## src/rtl/decode_inst_queue.sv

```systemverilog
// Fetch-to-decode instruction queue with valid/ready handshake, stall hold, flush bubble
// and head register-address extraction. Optional same-cycle bypass: DECODE_INST_QUEUE_BYPASS_EN.
module decode_inst_queue #(
  parameter int unsigned DEPTH      = 4,
  parameter int unsigned PC_WIDTH   = 32,
  parameter int unsigned INST_WIDTH = 32,
  parameter int unsigned BP_WIDTH   = 1
) (
  input  logic                          clk,
  input  logic                          rst,
  input  logic                          in_valid,
  output logic                          in_ready,
  input  logic [PC_WIDTH-1:0]           in_pc,
  input  logic [INST_WIDTH-1:0]         in_inst,
  input  logic [BP_WIDTH-1:0]           in_bp,
  input  logic                          stall,
  input  logic                          flush,
  output logic                          out_valid,
  output logic [PC_WIDTH-1:0]           out_pc,
  output logic [INST_WIDTH-1:0]         out_inst,
  output logic [BP_WIDTH-1:0]           out_bp,
  output logic [4:0]                    rs1_addr,
  output logic [4:0]                    rs2_addr,
  output logic [4:0]                    rd_addr,
  output logic [$clog2(DEPTH+1)-1:0]    count
);

  localparam int unsigned PTR_W = $clog2(DEPTH);
  localparam int unsigned CNT_W = $clog2(DEPTH+1);

  typedef struct packed {
    logic [BP_WIDTH-1:0]   bp;
    logic [INST_WIDTH-1:0] inst;
    logic [PC_WIDTH-1:0]   pc;
  } entry_t;

  entry_t           mem_q [DEPTH];
  logic [PTR_W-1:0] rd_ptr_q, rd_ptr_d;
  logic [PTR_W-1:0] wr_ptr_q, wr_ptr_d;
  logic [CNT_W-1:0] count_q, count_d;

  entry_t in_entry_c;
  entry_t head_c;
  logic   empty_c;
  logic   push_c;
  logic   pop_c;
  logic   bypass_c;
  logic   wr_en_c;
  logic   rd_en_c;

  // Handshake, head selection and flush/empty gating of all head-derived outputs
  always_comb begin
    in_entry_c = '{bp: in_bp, inst: in_inst, pc: in_pc};
    empty_c    = (count_q == '0);
    in_ready   = (count_q < CNT_W'(DEPTH));
    push_c     = in_valid & in_ready & ~flush;
`ifdef DECODE_INST_QUEUE_BYPASS_EN
    bypass_c   = push_c & empty_c;
`else
    bypass_c   = 1'b0;
`endif
    out_valid  = ~flush & (~empty_c | bypass_c);
    pop_c      = out_valid & ~stall;
    // A bypassed entry consumed in the same cycle never touches storage
    wr_en_c    = push_c & ~(bypass_c & pop_c);
    rd_en_c    = pop_c & ~empty_c;
    head_c     = bypass_c ? in_entry_c : mem_q[rd_ptr_q];

    out_pc     = '0;
    out_inst   = '0;
    out_bp     = '0;
    rs1_addr   = '0;
    rs2_addr   = '0;
    rd_addr    = '0;
    if (out_valid) begin
      out_pc   = head_c.pc;
      out_inst = head_c.inst;
      out_bp   = head_c.bp;
      rs1_addr = head_c.inst[19:15];
      rs2_addr = head_c.inst[24:20];
      rd_addr  = head_c.inst[11:7];
    end
  end

  // Pointer and occupancy next-state; flush empties the queue at the next edge
  always_comb begin
    rd_ptr_d = rd_ptr_q;
    wr_ptr_d = wr_ptr_q;
    count_d  = count_q;
    if (flush) begin
      rd_ptr_d = '0;
      wr_ptr_d = '0;
      count_d  = '0;
    end else begin
      if (wr_en_c) wr_ptr_d = wr_ptr_q + PTR_W'(1);
      if (rd_en_c) rd_ptr_d = rd_ptr_q + PTR_W'(1);
      case ({wr_en_c, rd_en_c})
        2'b10:   count_d = count_q + CNT_W'(1);
        2'b01:   count_d = count_q - CNT_W'(1);
        default: count_d = count_q;
      endcase
    end
  end

  always_ff @(posedge clk) begin
    if (rst) begin
      rd_ptr_q <= '0;
      wr_ptr_q <= '0;
      count_q  <= '0;
    end else begin
      rd_ptr_q <= rd_ptr_d;
      wr_ptr_q <= wr_ptr_d;
      count_q  <= count_d;
    end
  end

  // Storage needs no reset; validity is tracked by count_q
  always_ff @(posedge clk) begin
    if (wr_en_c) mem_q[wr_ptr_q] <= in_entry_c;
  end

  assign count = count_q;

endmodule

```

## config.mk

```make
export PLATFORM = sky130hd
export DESIGN_NAME = decode_inst_queue
export DESIGN_NICKNAME = d
export VERILOG_FILES = /design/src/rtl/decode_inst_queue.sv
export SDC_FILE = /design/constraint.sdc
export NUM_CORES = 1
export LEC_CHECK = 0
export BUFFER_PORTS_ARGS = -buffer_cell sky130_fd_sc_hd__buf_2
export CORE_ASPECT_RATIO = 2
export CORE_MARGIN = 5
export CORE_UTILIZATION = 57
export DETAILED_ROUTE_END_ITERATION = 8
export PLACE_DENSITY_LB_ADDON = 0.15
export SYNTH_ARGS = -nofsm -noshare
export SYNTH_HDL_FRONTEND = slang
export SYNTH_SLANG_ARGS = --single-unit
```

## constraint.sdc

```tcl
create_clock -name clk -period 3.2 [get_ports clk]
set_clock_uncertainty 0.1 [all_clocks]
set_input_delay 0.16 -clock clk [delete_from_list [all_inputs] [get_ports clk]]
set_output_delay 0.16 -clock clk [all_outputs]
set_load 0.005 [all_outputs]
```

==> flow_results.xml <==
<?xml version="1.0" encoding="UTF-8"?>
<metrics>
  <group name="logic_synthesis">
    <metric name="synthCells" unit="">480</metric>
    <metric name="synth_nets" unit="">556</metric>
    <metric name="ys_ff_latch" unit="">269</metric>
    <metric name="synth_warnings" unit="">0</metric>
    <metric name="synth.cell_area" unit="mm2">0.0104</metric>
    <metric name="synth.top_cells.by_area" unit="">sky130_fd_sc_hd__edfxtp_1 75%, sky130_fd_sc_hd__mux4_2 14%, sky130_fd_sc_hd__and2_1 4.1%, sky130_fd_sc_hd__dfxtp_1 1.7%, sky130_fd_sc_hd__buf_4 1.1%</metric>
    <metric name="synth.lib_cells_used.distinct" unit="">25</metric>
    <metric name="yosysTopAreaCellShare" unit="">0.750</metric>
    <metric name="synth_area_per_cell" unit="um2">21.7</metric>
    <metric name="netlist.top_cell.by_area" unit="">sky130_fd_sc_hd__edfxtp_1</metric>
    <metric name="synth_sequential_area_ratio" unit="">0.768</metric>
  </group>
  <group name="cts">
    <metric name="ctsHtreeMaxLevel" unit="">1</metric>
    <metric name="clk_pin_slew_worst_paths" unit="ps">70</metric>
    <metric name="clock_path_buffers" unit="">3</metric>
    <metric name="clock_latency" unit="ps">500</metric>
    <metric name="tritoncts" unit="">built</metric>
    <metric name="numCtsBuffers" unit="">22</metric>
    <metric name="clk_root_buffer_cell" unit="">sky130_fd_sc_hd__clkbuf_16</metric>
    <metric name="cts_setup_buffers" unit="">0</metric>
    <metric name="post_cts.resized_instances" unit="">0</metric>
    <metric name="cts.sinks" unit="">269</metric>
    <metric name="cts-hold-fix-buffers" unit="">69</metric>
  </group>
  <group name="power_and_ir_drop">
    <metric name="cellPowerDensity" unit="mW/mm2">545</metric>
    <metric name="leakage" unit="nW">4.52</metric>
    <metric name="max-vdd-ir-drop" unit="mV">0.580</metric>
    <metric name="total_power" unit="mW">6.99</metric>
  </group>
  <group name="critical_path">
    <metric name="worst_ep_required_time" unit="ps">2940</metric>
    <metric name="cp_max_fo" unit="">40</metric>
    <metric name="worst-setup-path-type" unit="">reg -&gt; out</metric>
    <metric name="critical_path.startpoint_type" unit="">flop</metric>
    <metric name="crit_path_end_kind" unit="">primary output</metric>
    <metric name="crit_arrival" unit="ps">2410</metric>
    <metric name="r2r.worst_path.cells" unit="">9</metric>
  </group>
  <group name="sta">
    <metric name="rsz0062_at_grt" unit="">no</metric>
    <metric name="timing.max_slew.rel_slack" unit="">0.593</metric>
    <metric name="finalHoldViolations" unit="">0</metric>
    <metric name="fmax" unit="MHz">375</metric>
    <metric name="final_period_minus_worst_setup_slack" unit="ps">2670</metric>
    <metric name="drv_slew" unit="">0</metric>
    <metric name="setup-violations-final" unit="">0</metric>
    <metric name="period_utilisation_layout" unit="">0.833</metric>
    <metric name="tightest_slew" unit="ps">609</metric>
    <metric name="setup_total_negative_slack" unit="ps">0</metric>
    <metric name="fin_worst_hold_slack" unit="ps">46.3</metric>
    <metric name="final.setup.worst_slack" unit="ps">533</metric>
  </group>
  <group name="global_route">
    <metric name="grt_start_max_net_pins" unit="">43</metric>
    <metric name="wire_length_of_the_first_global_routing_pass" unit="um">31000</metric>
    <metric name="globalRoute.totalOverflow" unit="">0</metric>
    <metric name="grt_pass1_vias" unit="">5750</metric>
    <metric name="global_route.usage.total" unit="">0.189</metric>
    <metric name="initial_antenna_violation_count" unit="">1</metric>
  </group>
  <group name="status">
    <metric name="run_status" unit="">complete, no violations</metric>
  </group>
  <group name="worst_hold_path">
    <metric name="hold_path_class" unit="">in -&gt; reg</metric>
    <metric name="min_path_cells" unit="">4</metric>
  </group>
  <group name="floorplanning">
    <metric name="die_height" unit="um">201</metric>
    <metric name="ioPinCount" unit="">155</metric>
    <metric name="coreArea" unit="mm2">0.0181</metric>
    <metric name="chipWidth" unit="um">106</metric>
    <metric name="initial_core_util" unit="">0.574</metric>
    <metric name="fp.dieArea" unit="mm2">0.0212</metric>
    <metric name="floorplan.rows" unit="">70</metric>
  </group>
  <group name="route">
    <metric name="dr_total_vias" unit="">5197</metric>
    <metric name="drt_wl_total" unit="um">20000</metric>
    <metric name="detail_route.wl_per_cell" unit="um">21.4</metric>
    <metric name="detail_route.first_pass.iterations" unit="">4</metric>
    <metric name="routed_via_density" unit="">5.58</metric>
    <metric name="drcViolationCount" unit="">0</metric>
    <metric name="ant_nets" unit="">0</metric>
    <metric name="initialDrtViolationCount" unit="">279</metric>
  </group>
  <group name="finish">
    <metric name="multi_input_logic_area" unit="mm2">0.00216</metric>
    <metric name="post_route_cells_drive_above_1_share" unit="">0.383</metric>
    <metric name="final_design_area_excluding_fillers" unit="mm2">0.0128</metric>
    <metric name="flow.area_growth_from_synthesis" unit="%">23.2</metric>
    <metric name="sequential_cell_area" unit="mm2">0.00800</metric>
    <metric name="layout.filler_cells" unit="">1118</metric>
    <metric name="final_nets" unit="">775</metric>
  </group>
  <group name="place">
    <metric name="numPortBuffers" unit="">154</metric>
    <metric name="gp_congestion" unit="">0.739</metric>
    <metric name="pre_cts_ws" unit="ps">956</metric>
    <metric name="placedInstanceArea" unit="mm2">0.0114</metric>
    <metric name="dp_hpwl" unit="um">12300</metric>
  </group>
  <group name="flow_run">
    <metric name="cap_violations" unit="">0</metric>
  </group>
</metrics>
## placed cells by master, fill, tap and decap left out, drive strengths merged, types with 6 or more instances in the layout
master       count
and2            69
buf            163
clkbuf          23
clkinv           8
dfxtp            9
dlygate4sd3     69
edfxtp         260
inv              9
mux4            65
nor2             6
## power breakdown
group,internal [mW],switching [mW],total [mW]
sequential,3.92,0.0153,3.93
clock,1.57,1.19,2.76
combinational,0.158,0.138,0.296
## critical path, stage by stage, from the launching register on
cell                      delay [ps]
sky130_fd_sc_hd__dfxtp_1         440
sky130_fd_sc_hd__nor3_2          130
sky130_fd_sc_hd__nor2_4          490
sky130_fd_sc_hd__buf_4           450
sky130_fd_sc_hd__and2_1          260
sky130_fd_sc_hd__buf_2           140
## synthesized netlist by cell type
cell / number
sky130_fd_sc_hd__nor3_2: 1
sky130_fd_sc_hd__or3_1: 2
sky130_fd_sc_hd__buf_6: 6
sky130_fd_sc_hd__nor2b_1: 2
sky130_fd_sc_hd__xor2_1: 2
sky130_fd_sc_hd__edfxtp_1: 260
sky130_fd_sc_hd__mux2i_1: 1
sky130_fd_sc_hd__o21ai_0: 2
sky130_fd_sc_hd__o31ai_1: 1
sky130_fd_sc_hd__a21oi_1: 5
sky130_fd_sc_hd__or4_1: 1
sky130_fd_sc_hd__nor3_1: 1
sky130_fd_sc_hd__clkbuf_1: 8
sky130_fd_sc_hd__nand2b_1: 1
sky130_fd_sc_hd__or2_2: 1
sky130_fd_sc_hd__xnor2_1: 1
sky130_fd_sc_hd__and2_1: 69
sky130_fd_sc_hd__dfxtp_1: 9
sky130_fd_sc_hd__buf_2: 8
sky130_fd_sc_hd__mux4_2: 65
sky130_fd_sc_hd__ha_1: 5
sky130_fd_sc_hd__inv_1: 7
sky130_fd_sc_hd__nor2_1: 6
sky130_fd_sc_hd__fa_1: 1
sky130_fd_sc_hd__buf_4: 15
## final cells by class
class | instances | area share
flip-flops and latches | 269 | 0.624
multi-input cells | 167 | 0.168
repair buffers | 232 | 0.125
clock buffers | 23 | 0.0449
well taps | 216 | 0.0211
clock inverters | 17 | 0.0142
inverters | 7 | 0.00205
diodes | 1 | 0.000195
## kinds of logic (layout without fill, tap and decap cells)
kind of cell             Yosys count  after routing  share of synthesized area
AO/OA/AOI/OAI                      8              8                    0.00409
XOR/XNOR                           3              3                    0.00253
adder cells (fa/ha/maj)            6              6                    0.00794
buffers and inverters             44            279                     0.0266
flip-flops                       269            269                      0.768
multiplexers                      66             66                      0.142
other                              0              1                          0
AND/OR/NAND/NOR                   84             84                     0.0494
## per-stage QoR
stage,cells,util
floorplan,480,-
global placement,822,0.627
detailed placement,822,0.627
CTS,931,0.707
global route,932,0.707
finish,932,0.707
## registers in the layout, indices dropped and copies added, names as in the netlist, named ones only
signal    cells
mem_q       260
rd_ptr_q      2
count         3
wr_ptr_q      2
## final timing paths
kind	startpoint	to	slack, ps
hold / removal	in_valid	wr_ptr_q[1]	50
setup reg to reg	count[2]	count[2]	930
hold reg to reg	rd_ptr_q[1]	flop	420
setup / recovery	count[2]	out_inst[26]	530
## metal layers
layer	global-route usage	wire length (um)	vias up
met2	0.347	11200	174
met3	0.0303	1040	43
met5	0	0	-
li1	-	-	2340
met1	0.219	7090	2640
met4	0.0695	631	0
Power figures use the tool's default switching activity.
